## config.mk

```make
export PLATFORM = sky130hd
export DESIGN_NAME = spine_link_buffer
export DESIGN_NICKNAME = d
export VERILOG_FILES = /design/src/rtl/noc_pkg.sv /design/src/rtl/spine_sync_fifo.sv /design/src/rtl/spine_link_buffer.sv
export SDC_FILE = /design/constraint.sdc
export NUM_CORES = 1
export LEC_CHECK = 0
export CAP_MARGIN = 20
export CORE_AREA = 2 2 148 150
export CTS_BUF_LIST = sky130_fd_sc_hd__clkbuf_8 sky130_fd_sc_hd__clkbuf_16
export DETAILED_ROUTE_END_ITERATION = 8
export DIE_AREA = 0 0 150 152
export HOLD_SLACK_MARGIN = 0.15
export PLACE_DENSITY = 0.56
export SLEW_MARGIN = 20
export SYNTH_ARGS = -nofsm -noshare
export SYNTH_HDL_FRONTEND = slang
export SYNTH_SLANG_ARGS = --single-unit
```

## constraint.sdc

```tcl
create_clock -name clk -period 5.76 [get_ports clk]
set_input_delay 0.864 -clock clk [delete_from_list [all_inputs] [get_ports clk]]
set_output_delay 0.864 -clock clk [all_outputs]
set_load 0.005 [all_outputs]
```

## src/rtl/noc_pkg.sv

```systemverilog
// Shared NoC definitions: flit geometry and the destination-field accessor
// used wherever a hop needs the target address of a head flit.
package noc_pkg;

    localparam int DWIDTH   = 16;
    localparam int DEST_W   = 6;
    localparam int DEST_MSB = 15;
    localparam int DEST_LSB = 10;

    function automatic logic [DEST_W-1:0] dest_of(input logic [DWIDTH-1:0] flit);
        return flit[DEST_MSB:DEST_LSB];
    endfunction

endpackage

```

## src/rtl/spine_sync_fifo.sv

```systemverilog
// Single-clock FIFO with first-word-fall-through read from registered storage.
// The caller guarantees push is never asserted while full without a pop.
module spine_sync_fifo #(
    parameter int DWIDTH = 16,
    parameter int DEPTH  = 8,
    parameter int AW     = $clog2(DEPTH)
) (
    input  logic              clk,
    input  logic              rst,
    input  logic              push,
    input  logic [DWIDTH-1:0] push_data,
    input  logic              pop,
    output logic [DWIDTH-1:0] pop_data,
    output logic [AW:0]       count,
    output logic              full,
    output logic              empty
);

    localparam logic [AW-1:0] PTR_ONE  = 1;
    localparam logic [AW:0]   CNT_ONE  = 1;
    localparam logic [AW:0]   CNT_FULL = (AW+1)'(DEPTH);

    logic [DWIDTH-1:0] mem [DEPTH];
    logic [AW-1:0]     wr_ptr;
    logic [AW-1:0]     rd_ptr;

    // Storage is not reset: occupancy, not contents, decides what is visible.
    always_ff @(posedge clk) begin
        if (push) begin
            mem[wr_ptr] <= push_data;
        end
    end

    always_ff @(posedge clk or posedge rst) begin
        if (rst) begin
            wr_ptr <= '0;
            rd_ptr <= '0;
            count  <= '0;
        end else begin
            if (push) wr_ptr <= wr_ptr + PTR_ONE;
            if (pop)  rd_ptr <= rd_ptr + PTR_ONE;
            case ({push, pop})
                2'b10:   count <= count + CNT_ONE;
                2'b01:   count <= count - CNT_ONE;
                default: count <= count;
            endcase
        end
    end

    assign pop_data = mem[rd_ptr];
    assign full     = (count == CNT_FULL);
    assign empty    = (count == '0);

endmodule

```

## src/rtl/spine_link_buffer.sv

```systemverilog
// Elastic egress stage behind a router spine output: absorbs the valid-only
// flit stream, re-presents it as valid/ready, and reports drops and stalls.
module spine_link_buffer
    import noc_pkg::*;
#(
    parameter int DWIDTH      = noc_pkg::DWIDTH,
    parameter int DEPTH       = 8,
    parameter int DEST_W      = noc_pkg::DEST_W,
    parameter int STALL_LIMIT = 64,
    parameter int CNT_W       = 8
) (
    input  logic                     clk,
    input  logic                     reset,
    input  logic [DWIDTH-1:0]        rtr_data,
    input  logic                     rtr_valid,
    output logic [DWIDTH-1:0]        link_data,
    output logic                     link_valid,
    input  logic                     link_ready,
    output logic [DEST_W-1:0]        link_dest_addr,
    output logic [$clog2(DEPTH):0]   fifo_count,
    output logic                     fifo_full,
    output logic                     fifo_empty,
    output logic                     drop_pulse,
    output logic [CNT_W-1:0]         drop_cnt,
    output logic                     stall_alarm
);

    localparam int              SW        = $clog2(STALL_LIMIT + 1);
    localparam logic [SW-1:0]   STALL_MAX = SW'(STALL_LIMIT);
    localparam logic [SW-1:0]   STALL_PRE = SW'(STALL_LIMIT - 1);
    localparam logic [SW-1:0]   STALL_ONE = 1;
    localparam logic [CNT_W-1:0] DROP_ONE = 1;

    logic              push;
    logic              pop;
    logic              overflow;
    logic [DWIDTH-1:0] head;
    logic [SW-1:0]     stall_cnt;

    // Handshake: a flit transfers on a rising edge where link_valid && link_ready;
    // once link_valid is high, link_data/link_dest_addr hold until that transfer.
    // The router side has no ready, so a flit arriving while full with no pop is lost.
    assign pop      = link_valid && link_ready;
    assign push     = rtr_valid && (!fifo_full || pop);
    assign overflow = rtr_valid && fifo_full && !pop;

    spine_sync_fifo #(
        .DWIDTH (DWIDTH),
        .DEPTH  (DEPTH)
    ) u_fifo (
        .clk       (clk),
        .rst       (reset),
        .push      (push),
        .push_data (rtr_data),
        .pop       (pop),
        .pop_data  (head),
        .count     (fifo_count),
        .full      (fifo_full),
        .empty     (fifo_empty)
    );

    assign link_valid     = !fifo_empty;
    assign link_data      = fifo_empty ? '0 : head;
    assign link_dest_addr = dest_of(link_data);

    always_ff @(posedge clk or posedge reset) begin
        if (reset) begin
            drop_pulse <= 1'b0;
            drop_cnt   <= '0;
        end else begin
            drop_pulse <= overflow;
            if (overflow && (drop_cnt != '1)) begin
                drop_cnt <= drop_cnt + DROP_ONE;
            end
        end
    end

    // Alarm sets on the same edge the counter reaches the limit.
    always_ff @(posedge clk or posedge reset) begin
        if (reset) begin
            stall_cnt   <= '0;
            stall_alarm <= 1'b0;
        end else if (pop || fifo_empty) begin
            stall_cnt   <= '0;
            stall_alarm <= 1'b0;
        end else begin
            if (stall_cnt != STALL_MAX) begin
                stall_cnt <= stall_cnt + STALL_ONE;
            end
            if (stall_cnt >= STALL_PRE) begin
                stall_alarm <= 1'b1;
            end
        end
    end

endmodule

```

==> flow_summary.json, run 1 <==
{
  "htreeDepth": 4,
  "area_growth_pct": 23.58,
  "num_rows": 54,
  "totalNegativeSetupSlack_ns": 0,
  "multi_input_area_um2": 1675,
  "fin_util_pct": 36.49,
  "path_cells": "buf_4 > mux4_2 > mux2i_1 > nor2_1 > clkdlybuf4s50_1",
  "antenna_found_initial": 0,
  "drive_gt1_share_pct": 19.35,
  "ir_worst_vdd_uv": 225.1,
  "hold_viol": 0,
  "nets": 444,
  "yosysMostFrequentCell": "edfxtp_1",
  "cts_sinks": 155,
  "timing.fmax_ghz": 0.2661,
  "grt_max_degree": 35,
  "postCtsSetupBuffers": 0,
  "drtAntennaViolNets": 0,
  "finalSetupViolations": 0,
  "period_share_pct": 65.25,
  "max_stage_delay_ns": 0.79,
  "diodes": 0,
  "clockBufferDepth": 2,
  "ys_top_cells_by_area": "edfxtp_1 61%, mux4_2 11%, dfrtp_1 11%",
  "cts_resized": 0,
  "ys_seq_area_share_pct": 71.68,
  "cp_max_fo": 19,
  "status": "completed",
  "syn_area_um2": 6305,
  "syn_inst": 347,
  "num_vias": 3265,
  "yosysTopAreaCell": "edfxtp_1",
  "slowest_stage": "dfrtp_2",
  "rsz0062_at_grt": "false",
  "yosysUniqueCellTypes": 41,
  "first_pass_iters": 4,
  "cts_hold_buf": 0,
  "cts_tree": "done",
  "first_iter_violations": 131,
  "grt_pass1_wl_um": 19390,
  "worst_ep_arrival_time_ns": 2.89,
  "die_h_um": 152,
  "max_slew_margin_pct": 41.62,
  "numCtsBuffers": 17,
  "clock-skew-final_ns": 0.004691,
  "root_buffer": "clkbuf_16",
  "ys_seq_elements": 155,
  "yosysWarningCount": 0,
  "hold_class": "reg2reg",
  "fillers": 2039,
  "synthArstFlopShare_pct": 17.42,
  "core_um2": 21350,
  "grt_usage_pct": 11.43,
  "wire_per_inst_um": 17.52,
  "seq_area_um2": 4522,
  "grt_pass1_vias": 3472,
  "end_kind": "primary output",
  "yosys-top-cells-count": "128 x edfxtp_1, 32 x mux4_2, 32 x nor2_1",
  "synth_top_area_share_pct": 60.96,
  "die_area_um2": 22800,
  "grt_overflow_total": 0,
  "syn_avg_cell_area_um2": 18.17,
  "hpwl_um": 7365,
  "clock_latency_ns": 0.41,
  "gp_congestion": 0.6950,
  "setup.worst_path.start_class": "flop",
  "io_buffers": 58,
  "min_period_ns": 3.758,
  "total_leakage_power_uw": 0.002714,
  "synth_nets": 375,
  "slew_violations": 0,
  "die_w_um": 150,
  "start_util_pct": 29.53,
  "drc": 0,
  "io-pin-count": 59,
  "cts.clk_slew.worst_paths_ns": 0.06,
  "worstMarginPinSlew_ns": 0.8757,
  "synth_edf_count": 128,
  "maxCapViolations": 0,
  "worstPathRequired_ns": 4.90,
  "power.density_nw_per_um2": 480.2,
  "critical_path_class": "reg2out",
  "vias_per_cell": 4.605,
  "ys.flop_type": "edfxtp_1",
  "wl_um": 12420
}
## placed cells by master (no fill, tap or decap), types with 2 or more instances in the layout
cell type,netlist,layout
a21oi_1,6,6
and2_1,2,2
and3_1,3,3
and4_1,2,2
buf_4,6,10
clkbuf_16,0,17
clkdlybuf4s50_1,0,58
clkinv_1,1,3
clkinv_2,0,3
clkinvlp_4,0,3
dfrtp_1,27,25
dfrtp_2,0,2
edfxtp_1,128,128
ha_1,8,8
inv_1,5,6
inv_6,0,3
mux2_2,2,2
mux2i_1,17,17
mux4_2,32,32
nand2_1,11,11
nand2b_1,6,6
nand3_1,3,3
nand4_1,3,3
nor2_1,32,32
nor2b_1,2,2
nor3_1,4,2
nor3_2,0,2
nor4_1,2,2
xnor2_1,9,9
xor2_1,8,8
## flip-flops by register name, summed over array words and instances (netlist names)
signal	cells
u_fifo.mem	128
u_fifo.rd_ptr	3
drop_pulse	1
u_fifo.wr_ptr	3
u_fifo.count	4
stall_alarm	1
stall_cnt	7
drop_cnt	8
## power by group
part	leakage (µW)	switching, µW	internal [µW]
Clock	0.000268	439	594
Combinational	0.000935	459	685
Sequential	0.00151	176	1390
Total	0.00271	1070	2670
## final cells by class
| class | count | area share, % |
|---|---|---|
| flip-flops and latches | 155 | 58.04 |
| multi-input cells | 167 | 21.50 |
| repair buffers | 69 | 8.608 |
| clock buffers | 17 | 5.460 |
| well taps | 280 | 4.497 |
| clock inverters | 15 | 1.606 |
| inverters | 6 | 0.2891 |
## final timing paths
path / startpoint / end / slack [ns] / cells after the start
min in group asynchronous: reset / stall_cnt[1]$_DFFE_PP0P_ / 0.75 / 2
max: u_fifo.rd_ptr[0]$_DFFE_PP0P_ / link_data[3] / 2.00 / 5
max in group asynchronous: reset / u_fifo.rd_ptr[1]$_DFFE_PP0P_ / 4.53 / 3
max reg2reg: u_fifo.count[1]$_DFFE_PP0P_ / u_fifo.count[2]$_DFFE_PP0P_ / 3.07 / 10
min reg2reg: u_fifo.rd_ptr[2]$_DFFE_PP0P_ / u_fifo.rd_ptr[2]$_DFFE_PP0P_ / 0.49 / 1
min: u_fifo.rd_ptr[2]$_DFFE_PP0P_ / u_fifo.rd_ptr[2]$_DFFE_PP0P_ / 0.49 / 1
## worst max-delay path: cells and delay by family (launching register included)
kind	cells	cell delay, ns
and+or+nand+nor	1	0.06
DFF	1	0.79
buffers and inverters	2	0.91
muxes	2	0.72
## logic make-up (layout without fill, tap and decap cells)
kind of cell | Yosys count | after routing | synth area share (%)
buf+inv | 25 | 107 | 1.905
flops | 155 | 155 | 71.68
mux | 52 | 52 | 14.67
fa+ha+maj | 8 | 8 | 1.588
xor+xnor | 17 | 17 | 2.362
simple gates | 78 | 78 | 6.549
compound gates | 12 | 12 | 1.250
## routing by layer
layer	GRT usage [%]	wire length (µm)	share of wire, %
met5	0	0	0
met2	19.07	6319	51
met4	3.549	89	0.72
met3	3.483	499	4.0
met1	14.21	5510	44
## through the flow
stage / instances / setup WS, ns / hold WS, ns / total power, µW / area [µm²]
2_1_floorplan: 347 / 3.043 / 0.4778 / 2234 / 6305
3_3_place_gp: 676 / 2.334 / 0.4592 / 2736 / 7226
3_5_place_dp: 677 / 2.321 / 0.4789 / 2764 / 7241
4_1_cts: 709 / 1.866 / 0.4912 / 3802 / 7791
5_1_grt: 709 / 1.757 / 0.5220 / 3952 / 7791
6_report: 709 / 2.002 / 0.4860 / 3741 / 7791
Note: power is estimated with default switching activity, not from simulation.
==> run 2, diff against run 1 <==
--- a/config.mk
+++ b/config.mk
@@ -11,7 +11,7 @@
 export DETAILED_ROUTE_END_ITERATION = 8
 export DIE_AREA = 0 0 150 152
 export HOLD_SLACK_MARGIN = 0.15
-export PLACE_DENSITY = 0.56
+export PLACE_DENSITY = 0.58
 export SLEW_MARGIN = 20
 export SYNTH_ARGS = -nofsm -noshare
 export SYNTH_HDL_FRONTEND = slang
==> constraint.sdc (replaced) <==
create_clock -name clk -period 3.4 [get_ports clk]
set_input_delay 0.51 -clock clk [delete_from_list [all_inputs] [get_ports clk]]
set_output_delay 0.51 -clock clk [all_outputs]
set_load 0.005 [all_outputs]
==> run 2 against run 1 <==
Net effect:
- core utilization increased by 0.35 points
- design area increased by 0.95%
- wire length decreased by 0.23%
- power increased by 71%
- worst setup slack got worse by 1.7 ns
- critical path type unchanged
- critical endpoint is now link_data[7]
- largest cell class unchanged
==> flow_summary.json, run 2 (synthesis results as in run 1) <==
{
  "slowest_stage": "dfrtp_2",
  "root_buffer": "clkbuf_16",
  "critical-path-top-delay-family": "flip-flops",
  "grt_usage_pct": 11.63,
  "drive_gt1_share_pct": 20.32,
  "power.density_nw_per_um2": 813.4,
  "grt_pass1_vias": 3420,
  "sw_frac_of_total_pct": 29.28,
  "nets": 448,
  "largest_reg_flops": 128,
  "slew_violations": 0,
  "max_stage_delay_ns": 0.73,
  "hold_class": "in2async",
  "diodes": 0,
  "totalNegativeSetupSlack_ns": 0,
  "hold_viol": 0,
  "final_cell_mix": "128 x edfxtp_1, 58 x clkdlybuf4s50_1, 32 x nor2_1, 32 x mux4_2, 26 x dfrtp_1",
  "clock-skew-final_ns": 0.006917,
  "setup.worst_path.start_class": "flop",
  "clkPwrFrac_pct": 27.6,
  "num_vias": 3228,
  "ir_worst_vdd_uv": 432.9,
  "start_util_pct": 29.53,
  "status": "completed",
  "clock_latency_ns": 0.42,
  "comb_power_share_pct": 32.0,
  "hpwl_um": 7638,
  "cts_resized": 0,
  "htreeDepth": 4,
  "wl_um": 12390,
  "worstPathRequired_ns": 2.89,
  "grt_pass1_wl_um": 19550,
  "die_area_um2": 22800,
  "area_growth_pct": 24.75,
  "core_um2": 21350,
  "drc": 0,
  "gp_congestion": 0.7622,
  "io-pin-count": 59,
  "period_share_pct": 91.95,
  "io_buffers": 58,
  "power_frac_seq_pct": 40.5,
  "rsz0062_at_grt": "false",
  "drtAntennaViolNets": 0,
  "p_sw_uw": 1873,
  "p_int_uw": 4524,
  "cp_max_fo": 16,
  "first_pass_iters": 4,
  "grt_overflow_total": 0,
  "num_rows": 54,
  "cts_tree": "done",
  "wire_per_inst_um": 17.38,
  "finalSetupViolations": 0,
  "stdcell_count": 713,
  "fin_area_um2": 7865,
  "largest_register": "u_fifo.mem",
  "critical_path_buf_inv_count": 2,
  "first_iter_violations": 175,
  "critical_path_class": "reg2out",
  "numCtsBuffers": 17,
  "grt_max_degree": 29,
  "vias_per_cell": 4.527,
  "clockBufferDepth": 2,
  "path_cells": "buf_12 > mux4_2 > mux2i_1 > nor2_1 > clkdlybuf4s50_1",
  "max_slew_margin_pct": 52.85,
  "postCtsSetupBuffers": 0,
  "dp.cells": 681,
  "cts_sinks": 155,
  "end_kind": "primary output",
  "maxCapViolations": 0,
  "total_leakage_power_uw": 0.002744,
  "antenna_found_initial": 1,
  "die_h_um": 152,
  "cts.clk_slew.worst_paths_ns": 0.06,
  "largest_registers": "u_fifo.mem x128, drop_cnt x8, stall_cnt x7",
  "min_period_ns": 3.126,
  "timing.fmax_ghz": 0.3199,
  "placed_area_um2": 7302,
  "die_w_um": 150,
  "worstMarginPinSlew_ns": 0.7030,
  "worst_ep_arrival_time_ns": 2.62,
  "layout_commonest_cell": "edfxtp_1",
  "cts_hold_buf": 0
}
-- run 2: cell types whose count changed in the layout (fill, tap and decap cells not counted), moves of 2 or more --
| cell | change |
|---|---|
| clkinv_2 | -3 |
| clkinv_4 | +3 |
| buf_12 | +2 |
| inv_8 | +2 |
-- run 2: cell type report --
type	instances	area (µm²)
inverters	6	22.52
multi-input cells	167	1675
clock inverters	15	137.6
fillers	2049	13490
well taps	280	350.3
flip-flops and latches	155	4521
repair buffers	73	733.2
clock buffers	17	425.4
-- run 2: per-layer routing --
metal,up-vias,share of wire [%],global-route usage (%)
met1,1656,44,14.47
li1,1502,-,-
met4,2,1.0,3.549
met5,-,0.10,0
met3,12,4.0,4.144
met2,56,51,19.03
-- run 2: path summary, 6_finish.rpt --
| path | start | endpoint | slack, ns | cells after the start |
|---|---|---|---|---|
| setup reg to reg | u_fifo.count[1]$_DFFE_PP0P_ | u_fifo.count[2]$_DFFE_PP0P_ | 0.69 | 10 |
| min in group clk | drop_cnt[7]$_DFFE_PP0P_ | drop_cnt[7]$_DFFE_PP0P_ | 0.50 | 1 |
| setup / recovery | u_fifo.rd_ptr[0]$_DFFE_PP0P_ | link_data[7] | 0.27 | 5 |
| max in group asynchronous | reset | u_fifo.rd_ptr[0]$_DFFE_PP0P_ | 2.51 | 4 |
| hold / removal | reset | stall_alarm$_DFFE_PP0P_ | 0.34 | 2 |
| hold reg to reg | drop_cnt[7]$_DFFE_PP0P_ | drop_cnt[7]$_DFFE_PP0P_ | 0.50 | 1 |
-- run 2: metrics by stage --
stage,hold WS [ns],util [%],setup WS (ns),power [µW]
3_5_place_dp,0.5008,34.20,0.6007,4739
5_1_grt,0.3504,36.84,0.07093,6780
4_1_cts,0.3242,36.84,0.1940,6532
6_report,0.3357,36.84,0.2736,6397
2_1_floorplan,0.4778,-,0.9059,3785
3_3_place_gp,0.4957,34.06,0.6386,4692
-- run 2: worst register-to-register path, cell delays in order (launching register included) --
cell	delay, ns
dfrtp_1	0.47
or4b_4	0.61
o21a_1	0.26
inv_1	0.14
ha_1	0.30
xor2_1	0.11
ha_1	0.20
a21oi_1	0.14
xor2_1	0.16
nor2_1	0.06
xor2_1	0.14
-- run 2: power by group through the flow --
stage	clock network, µW	logic, µW	registers (µW)
final	1760	2040	2590
after global placement	0	2070	2620
after CTS	1820	2110	2600
after floorplan	0	1280	2500
after global routing	1910	2240	2630
after detailed placement	0	2100	2640
==> run 3, diff against run 2 <==
--- a/config.mk
+++ b/config.mk
@@ -12,6 +12,7 @@
 export DIE_AREA = 0 0 150 152
 export HOLD_SLACK_MARGIN = 0.15
 export PLACE_DENSITY = 0.58
+export SKIP_LAST_GASP = 1
 export SLEW_MARGIN = 20
 export SYNTH_ARGS = -nofsm -noshare
 export SYNTH_HDL_FRONTEND = slang
==> results of run 3 <==
The final DEF is identical to that of run 2; final timing and power are the same.
